[config.mk]
export PLATFORM = sky130hd
export DESIGN_NAME = logarithm
export DESIGN_NICKNAME = d
export VERILOG_FILES = /design/src/rtl/logarithm_pkg.sv /design/src/rtl/logarithm_ln_lut.sv /design/src/rtl/logarithm.sv
export SDC_FILE = /design/constraint.sdc
export NUM_CORES = 1
export LEC_CHECK = 0
export BUFFER_PORTS_ARGS = -buffer_cell sky130_fd_sc_hd__buf_4
export CAP_MARGIN = 5
export CELL_PAD_IN_SITES_DETAIL_PLACEMENT = 1
export CELL_PAD_IN_SITES_GLOBAL_PLACEMENT = 1
export CORE_AREA = 10 10 146 148
export CTS_CLUSTER_DIAMETER = 150
export DETAILED_ROUTE_END_ITERATION = 16
export DIE_AREA = 0 0 156 158
export GPL_TIMING_DRIVEN = 0
export PLACE_DENSITY_LB_ADDON = 0.12
export SETUP_SLACK_MARGIN = 0.4
export SLEW_MARGIN = 0
export SYNTH_ARGS = -nofsm -noshare
export SYNTH_HDL_FRONTEND = slang
export SYNTH_SLANG_ARGS = --single-unit
export TNS_END_PERCENT = 30
[constraint.sdc]
create_clock -name clk -period 11.9 [get_ports clk]
set_clock_uncertainty 0.15 [all_clocks]
set_input_delay 2.38 -clock clk [delete_from_list [all_inputs] [get_ports clk]]
set_output_delay 2.38 -clock clk [all_outputs]
set_load 0.01 [all_outputs]
[src/rtl/logarithm_pkg.sv]
// Shared fixed-point widths, FSM states and ln(1+2^-k) constants for the
// iterative log/exp units.
package logarithm_pkg;

    localparam int unsigned INT_W     = 2;
    localparam int unsigned FRAC_W    = 16;
    localparam int unsigned LUT_GUARD = 6;
    localparam int unsigned LNK_W     = FRAC_W + LUT_GUARD;
    localparam int unsigned LNK_N     = 17;
    localparam int unsigned K_W       = 5;

    typedef enum logic [1:0] {IDLE, ITER, FINISH} state_e;

    typedef logic [LNK_W-1:0] lnk_t;

    // round(ln(1 + 2^-k) * 2^22), k = 0..16
    localparam lnk_t LNK [LNK_N] = '{
        22'd2907270, 22'd1700644, 22'd935932, 22'd494018,
        22'd254278,  22'd129066,  22'd65029,  22'd32641,
        22'd16352,   22'd8184,    22'd4094,   22'd2048,
        22'd1024,    22'd512,     22'd256,    22'd128,
        22'd64
    };

    // Past the table ln(1+2^-k) is 2^-k to well below one LSB.
    function automatic lnk_t lnk_of(input logic [K_W-1:0] k);
        lnk_t v;
        if (32'(k) < LNK_N) begin
            v = LNK[k];
        end else if (32'(k) <= LNK_W) begin
            v = lnk_t'(1) << (LNK_W - 32'(k));
        end else begin
            v = '0;
        end
        return v;
    endfunction

endpackage

[src/rtl/logarithm_ln_lut.sv]
// Combinational k -> ln(1+2^-k) ROM shared by the iterative log/exp units.
module ln_lut
    import logarithm_pkg::*;
(
    input  logic [K_W-1:0] k_i,
    output lnk_t           lnk_o
);

    always_comb begin
        lnk_o = lnk_of(k_i);
    end

endmodule

[src/rtl/logarithm.sv]
// Iterative natural log: y (2.16) -> x = ln(y) (0.16) by shift-and-add
// multiplicative normalisation, fixed 18-edge start-to-done latency.
module logarithm
    import logarithm_pkg::*;
#(
    parameter int unsigned LAST_K = 16,
    parameter int unsigned GUARD  = 6
) (
    input  logic              clk,
    input  logic              rst,
    input  logic              start,
    input  logic [INT_W-1:0]  intpart,
    input  logic [FRAC_W-1:0] fracpart,
    output logic              busy,
    output logic              done,
    output logic [FRAC_W-1:0] x,
    output logic              ovf,
    output logic              err
);

    localparam int unsigned Y_W   = INT_W + FRAC_W + GUARD;
    localparam int unsigned ACC_W = 1 + FRAC_W + GUARD;
    localparam int unsigned R_W   = ACC_W - GUARD;

    localparam logic [Y_W-1:0]   ONE    = Y_W'(1) << (FRAC_W + GUARD);
    localparam logic [ACC_W-1:0] HALF   = ACC_W'(1) << (GUARD - 1);
    localparam logic [K_W-1:0]   K_LAST = K_W'(LAST_K);

    state_e state_q, state_d;

    logic [Y_W-1:0]    y_q, y_d;
    logic [Y_W-1:0]    z_q, z_d;
    logic [ACC_W-1:0]  acc_q, acc_d;
    logic [K_W-1:0]    k_q, k_d;
    logic              badin_q, badin_d;
    logic [FRAC_W-1:0] x_q, x_d;
    logic              ovf_q, ovf_d;
    logic              err_q, err_d;
    logic              done_q, done_d;

    logic              load, step, fin;
    logic [Y_W:0]      t;
    logic              take;
    lnk_t              lnk;
    logic [ACC_W-1:0]  lnk_s;
    logic [ACC_W-1:0]  acc_rnd;
    logic [R_W-1:0]    r;

    ln_lut u_lut (
        .k_i   (k_q),
        .lnk_o (lnk)
    );

    // Rescale the fixed 22-bit table to the configured guard width.
    if (GUARD >= LUT_GUARD) begin : g_lnk_up
        assign lnk_s = ACC_W'(lnk) << (GUARD - LUT_GUARD);
    end else begin : g_lnk_dn
        assign lnk_s = ACC_W'(lnk >> (LUT_GUARD - GUARD));
    end

    always_ff @(posedge clk or negedge rst) begin
        if (!rst) begin
            state_q <= IDLE;
        end else begin
            state_q <= state_d;
        end
    end

    always_comb begin
        state_d = state_q;
        case (state_q)
            IDLE:    if (start) state_d = ITER;
            ITER:    if (k_q == K_LAST) state_d = FINISH;
            FINISH:  state_d = IDLE;
            default: state_d = IDLE;
        endcase
    end

    always_comb begin
        load = (state_q == IDLE) && start;
        step = (state_q == ITER);
        fin  = (state_q == FINISH);
        busy = (state_q != IDLE);
    end

    always_comb begin
        t       = {1'b0, z_q} + ({1'b0, z_q} >> k_q);
        take    = (t <= {1'b0, y_q});
        acc_rnd = acc_q + HALF;
        r       = R_W'(acc_rnd >> GUARD);
    end

    always_comb begin
        y_d     = y_q;
        z_d     = z_q;
        acc_d   = acc_q;
        k_d     = k_q;
        badin_d = badin_q;
        x_d     = x_q;
        ovf_d   = ovf_q;
        err_d   = err_q;
        done_d  = 1'b0;
        if (load) begin
            y_d     = {intpart, fracpart, {GUARD{1'b0}}};
            z_d     = ONE;
            acc_d   = '0;
            k_d     = '0;
            badin_d = (intpart == '0);
        end
        if (step) begin
            k_d = k_q + K_W'(1);
            if (take) begin
                z_d   = t[Y_W-1:0];
                acc_d = acc_q + lnk_s;
            end
        end
        if (fin) begin
            done_d = 1'b1;
            if (badin_q) begin
                x_d   = '0;
                ovf_d = 1'b0;
                err_d = 1'b1;
            end else if (r[R_W-1]) begin
                x_d   = '1;
                ovf_d = 1'b1;
                err_d = 1'b0;
            end else begin
                x_d   = r[FRAC_W-1:0];
                ovf_d = 1'b0;
                err_d = 1'b0;
            end
        end
    end

    always_ff @(posedge clk or negedge rst) begin
        if (!rst) begin
            y_q     <= '0;
            z_q     <= '0;
            acc_q   <= '0;
            k_q     <= '0;
            badin_q <= 1'b0;
            x_q     <= '0;
            ovf_q   <= 1'b0;
            err_q   <= 1'b0;
            done_q  <= 1'b0;
        end else begin
            y_q     <= y_d;
            z_q     <= z_d;
            acc_q   <= acc_d;
            k_q     <= k_d;
            badin_q <= badin_d;
            x_q     <= x_d;
            ovf_q   <= ovf_d;
            err_q   <= err_d;
            done_q  <= done_d;
        end
    end

    assign done = done_q;
    assign x    = x_q;
    assign ovf  = ovf_q;
    assign err  = err_q;

endmodule

==> results.cfg, run 1 <==
[status]
outcome = finished clean

[worst_setup_path]
critPathMostFrequentCell = clkbuf_1
crit_path_max_incr_delay_ns = 0.68
cp-start-kind = register
crit_type = reg2reg
crit_path_top_delay_cell = clkbuf_1
cp.required_ns = 11.96
cp.arrival_ns = 8.38
crit_fanout = 10
critPathCaptureType = register

[global_route]
grt_util_all_layers_pct = 22.0
grt_antenna_before_repair = 0
grt_pass1_vias = 7954
grt_overflow = 0
grt_max_degree = 93
grt_pass1_wl_mm = 43.1

[drt]
drt_wl_total_mm = 26.6
dr.pass1.iters = 6
vias = 7657
final_antenna_net_count = 0
drtIter0Drc = 361
vias_per_cell = 6.02
route.detailed.drc = 0
post_drt_wl_per_cell_um = 20.9

[sta]
final_max_slew_viol_count = 0
tns_ns = 0
relSlewSlack_pct = 41.9
period_share_pct = 69.9
worst_pin_slew_ns = 0.865
finalSetupViolCount = 0
period_needed_ns = 8.32
rsz0062_at_grt = no
hold_viol = 0
max_freq_ghz = 0.120

[finish]
synthToLayoutAreaGrowth_pct = 11.2
multi_input_comb_area_sq_um = 5470
regArea_sq_um = 2300
nNetsFinal = 1126
drive_above_1_share_pct = 10.7
fillerInstances = 2225
diodes = 0

[floorplan]
start_util_pct = 44.1
core.rowCount = 50
die_area_sq_um = 24600
core_sq_um = 18500
die_x_um = 156
die_y_um = 158
io_pins = 41

[clock_tree]
cts_buffers = 9
cts_root_buffer = clkbuf_16
clkLatencyLatePin_ns = 0.37
clockBufferDepth = 2
cts_resized = 0
clock-sinks = 92
cts_tree = done
ctsHoldBuffers = 0
clk_pin_slew_ns = 0.08
h-tree-depth = 3
post-cts-setup-buffers = 0

[place]
hpwl_mm = 20.6
port_buffers = 40
routabilityCongestion = 0.962

[logic_synthesis]
synth_seq_area_share_pct = 28.3
netlist_area_sq_um = 8140
yosys_warnings = 0
syn_inst = 980
synth-main-ff-cell = dfrtp_1
syn_area_per_cell_sq_um = 8.30
ys_seq_elements = 92
async_flop_share_pct = 100
ys_types = 63
synth-edff-count = 0
syn_nets = 1074

[min_path]
hold_class = reg2reg

[flow_run]
max_cap_viol_count = 0
## layout by cell type (no fill, tap or decap), types with 9 or more instances in the layout
master     Yosys  routed
a21oi_1       75      75
nor2b_1       15      15
a21o_1        25      25
nand3_1       26      26
xnor2_1       33      33
mux2i_1       31      31
inv_1         43      43
a211oi_1      18      18
buf_4          1      41
nand2_1      123     123
ha_1          71      71
mux2_2        26      26
nand4_1       14      14
dfrtp_1       92      92
nand2b_1      11      11
nor2_1        70      70
clkbuf_1      37      37
o22ai_1       14      14
buf_1         10      10
o21ai_0       72      72
nor3_1        25      25
clkbuf_16      0       9
xor2_1        19      19
a221o_1       15      15
## sequential cells by signal, indices dropped and copies added, names as in the netlist
signal and flops:
x 16, z_q 24, k_q 5, badin_q 1, err 1, ovf 1
done 1, acc_q 23, y_q 18, state_q 2
## per-layer routing
metal  part of all wire, %  vias to the layer above  wire length [um]  track usage [%]
li1                      -                     3681                 -                -
met1                    44                     3822             11600             26.1
met2                    51                      118             13500             39.8
met3                   2.7                       36               730             3.09
met4                   2.9                        0               760             7.55
met5                     0                        -                 0                0
## worst max-delay path, delay by kind of cell, from the launching register on
family          cells  cell delay (ns)
compound gates     10             2.34
buf+inv             4             2.09
simple gates        6             1.63
fa+ha+maj           3             0.96
mux                 1             0.43
flops               1             0.42
xor+xnor            1             0.15
## cells in the mapped netlist (all sizes together), types with 11 or more instances
| library cell | n | area share, % |
|---|---|---|
| ha | 71 | 11 |
| nand3 | 26 | 1.6 |
| dfrtp | 92 | 28 |
| inv | 43 | 2.0 |
| nor2 | 70 | 3.2 |
| mux2i | 31 | 3.8 |
| o22ai | 14 | 1.1 |
| xnor2 | 33 | 3.6 |
| a221o | 15 | 1.8 |
| o21ai | 74 | 4.6 |
| xor2 | 19 | 2.0 |
| nand2b | 11 | 0.85 |
| a211oi | 19 | 1.9 |
| nor2b | 15 | 1.2 |
| mux2 | 26 | 3.6 |
| nor3 | 25 | 1.5 |
| nand2 | 123 | 5.7 |
| clkbuf | 37 | 1.7 |
| nand4 | 14 | 1.1 |
| a21o | 25 | 2.3 |
| buf | 16 | 0.86 |
| a21oi | 76 | 4.7 |
## final timing paths
path | from | to | slack (ns) | depth (start not counted)
worst max-delay path | k_q[0]$_DFFE_PN0P_ | acc_q[17]$_DFF_PN0_ | 3.58 | 25
worst min-delay path | ovf$_DFFE_PN0P_ | ovf$_DFFE_PN0P_ | 0.33 | 1
worst max register to register | k_q[0]$_DFFE_PN0P_ | acc_q[17]$_DFF_PN0_ | 3.58 | 25
worst min register to register | ovf$_DFFE_PN0P_ | ovf$_DFFE_PN0P_ | 0.33 | 1
max in group asynchronous | rst | z_q[13]$_DFF_PN0_ | 9.14 | 2
min in group asynchronous | rst | acc_q[5]$_DFF_PN0_ | 1.78 | 1
## cell families after synthesis
kind of cell             Yosys count  synth area share (%)
AND/OR/NAND/NOR                  315                  17.8
flip-flops                        92                  28.3
adder cells (fa/ha/maj)           73                  11.4
buffers and inverters             96                  4.55
AO/OA/AOI/OAI                    287                  22.7
XOR/XNOR                          52                  5.60
multiplexers                      65                  9.62
## area by class of cell
cell class / count / share of cell area [%]
sequential: 92 / 25.4
timing repair buffer: 41 / 3.62
clock buffer: 10 / 2.64
clock inverter: 6 / 0.608
tap: 234 / 3.23
inverter: 43 / 1.78
buffer: 53 / 2.31
multi-input combinational: 792 / 60.4
## per-stage QoR
step / hold slack, ns / setup WS, ns / util (%) / cell area [sq um] / instances
after CTS: 0.340 / 3.58 / 48.9 / 9020 / 1270
after global placement: 0.313 / 3.81 / 47.3 / 8730 / 1254
after floorplan: 0.329 / 5.78 / - / 8140 / 980
after detailed placement: 0.322 / 3.61 / 47.3 / 8730 / 1254
final: 0.333 / 3.58 / 49.1 / 9050 / 1271
after global routing: 0.359 / 3.11 / 49.1 / 9050 / 1271
Power of run 1 is left out: the tool's default activity adds up to more than one toggle a clock period on the data nets, which glitch-free logic cannot reach.
==> run 2: changes to the inputs <==
--- a/config.mk
+++ b/config.mk
@@ -9,10 +9,10 @@
 export CAP_MARGIN = 5
 export CELL_PAD_IN_SITES_DETAIL_PLACEMENT = 1
 export CELL_PAD_IN_SITES_GLOBAL_PLACEMENT = 1
-export CORE_AREA = 10 10 146 148
+export CORE_AREA = 10 10 149 151
 export CTS_CLUSTER_DIAMETER = 150
 export DETAILED_ROUTE_END_ITERATION = 16
-export DIE_AREA = 0 0 156 158
+export DIE_AREA = 0 0 159 161
 export GPL_TIMING_DRIVEN = 0
 export PLACE_DENSITY_LB_ADDON = 0.12
 export SETUP_SLACK_MARGIN = 0.4
==> constraint.sdc (replaced) <==
create_clock -name clk -period 7.29 [get_ports clk]
set_clock_uncertainty 0.15 [all_clocks]
set_input_delay 1.458 -clock clk [delete_from_list [all_inputs] [get_ports clk]]
set_output_delay 1.458 -clock clk [all_outputs]
set_load 0.01 [all_outputs]
==> run 2 against run 1 <==
Against the previous run:
- first-iteration DRC count up 22%
- fmax grew 25%
- hold slack worse by 0.0051 ns
- final cell count is 2.8% higher
- via count rose by 0.13%
- worst setup slack lost 3.0 ns
- critical path type unchanged
- critical endpoint is now acc_q[8]$_DFF_PN0_
- largest cell class unchanged
==> results.cfg, run 2 (synthesized netlist as in run 1, its figures left out) <==
[sta]
max_freq_ghz = 0.150
timing.hold.ws_ns = 0.327
worst_pin_slew_ns = 0.836
period_needed_ns = 6.67
hold_viol = 0
final_max_slew_viol_count = 0
period_share_pct = 91.4
relSlewSlack_pct = 43.8
finalSetupViolCount = 0
rsz0062_at_grt = no

[flow_run]
max_cap_viol_count = 0

[global_route]
grt_antenna_before_repair = 0
grt_pass1_vias = 7992
grt_util_all_layers_pct = 21.0
grt_overflow = 0
grt_pass1_wl_mm = 43.9
grt_max_degree = 93

[finish]
final_common_cell = nand2_1
drive_above_1_share_pct = 13.4
largest_reg_flops = 24
nNetsFinal = 1131
largest-register = z_q
final_cell_mix = nand2_1 (123), dfrtp_1 (92), a21oi_1 (71), ha_1 (71)
synthToLayoutAreaGrowth_pct = 13.7
fillerInstances = 2338
largestRegisters = z_q x24, acc_q x23, y_q x18
diodes = 0

[worst_setup_path]
rr_worst_depth = 28
r2r-end = acc_q[8]$_DFF_PN0_
crit_path_top_delay_cell = fa_1
cp.arrival_ns = 6.81
reg2reg_slack_ns = 0.62
critPathMostFrequentCell = buf_4
critPathCaptureType = register
cp-start-kind = register
cp.required_ns = 7.43
crit_path_max_incr_delay_ns = 0.42
r2r_start = k_q[1]$_DFFE_PN0P_
crit_type = reg2reg
crit_fanout = 10

[drt]
final_antenna_net_count = 0
vias_per_cell = 5.87
drtIter0Drc = 441
dr.pass1.iters = 5
vias = 7667
post_drt_wl_per_cell_um = 20.8
route.detailed.drc = 0
drt_wl_total_mm = 27.2

[floorplan]
io_pins = 41
die_y_um = 161
start_util_pct = 42.4
core_sq_um = 19200
die_area_sq_um = 25600
core.rowCount = 51
die_x_um = 159

[clock_tree]
clk_pin_slew_ns = 0.08
h-tree-depth = 3
ctsHoldBuffers = 0
clock-sinks = 92
cts_tree = done
cts_buffers = 9
clockBufferDepth = 2
cts_root_buffer = clkbuf_16
clkLatencyLatePin_ns = 0.37

[min_path]
holdPathEnd = ovf$_DFFE_PN0P_
whs_path_depth = 1
hp-start = ovf$_DFFE_PN0P_
hold_class = reg2reg

[place]
port_buffers = 40
hpwl_mm = 20.7
routabilityCongestion = 0.936

[status]
outcome = finished clean
[run 2: worst max path at each step]
stage | slack (ns) | start | end | depth (start not counted)
after global routing | 0.34 | k_q[1]$_DFFE_PN0P_ | acc_q[8]$_DFF_PN0_ | 28
after detailed placement | -0.90 | k_q[1]$_DFFE_PN0P_ | acc_q[13]$_DFF_PN0_ | 26
after CTS | 0.42 | k_q[0]$_DFFE_PN0P_ | acc_q[1]$_DFF_PN0_ | 26
after global placement | -0.87 | k_q[0]$_DFFE_PN0P_ | acc_q[17]$_DFF_PN0_ | 25
after floorplan | 1.17 | k_q[0]$_DFFE_PN0P_ | z_q[13]$_DFF_PN0_ | 26
final | 0.62 | k_q[1]$_DFFE_PN0P_ | acc_q[8]$_DFF_PN0_ | 28
[run 2: critical path: cells and delay by family, from the launching register on]
| kind | cells | cell delay, ns |
|---|---|---|
| compound gates | 15 | 2.94 |
| fa+ha+maj | 3 | 0.97 |
| buf+inv | 4 | 0.76 |
| simple gates | 3 | 0.64 |
| mux | 2 | 0.55 |
| flops | 1 | 0.40 |
| xor+xnor | 1 | 0.17 |
[run 2: layout make-up]
cell class | instances | area (sq um) | area share (%)
tap | 265 | 332 | 3.58
clock inverter | 6 | 71.3 | 0.771
buffer | 53 | 263 | 2.84
timing repair buffer | 46 | 365 | 3.95
multi-input combinational | 792 | 5530 | 59.8
inverter | 43 | 161 | 1.74
sequential | 92 | 2300 | 24.9
clock buffer | 9 | 225 | 2.43
[run 2: per-stage QoR]
stage,setup WS [ns],util (%),std cells,area (sq um),setup TNS (ns)
2_1_floorplan,1.17,-,980,8140,0
3_3_place_gp,-0.866,45.7,1285,8770,-29.91
3_5_place_dp,-0.897,45.7,1285,8770,-29.94
4_1_cts,0.422,47.7,1303,9150,0
5_1_grt,0.345,48.2,1306,9250,0
6_report,0.624,48.2,1306,9250,0
[run 2: repair_timing]
action                                  4_1_cts  5_1_grt
endpoints found under the setup margin       47       47
cloned                                        0        0
gates resized for setup                      28       21
pin swaps                                     1        2
hold endpoints to repair                      0        0
setup buffers                                 3        2
[run 2: per-layer routing]
layer  share of wire, %  wire length [um]  GRT usage, %  vias up
li1                   -                 -             -     3681
met1                 44             12000          25.3     3805
met2                 50             13600          37.7      140
met3                3.0               803          2.85       41
met4                2.9               790          6.91        0
met5                  0                 0             0        -
Power of run 2 is left out for the same reason.
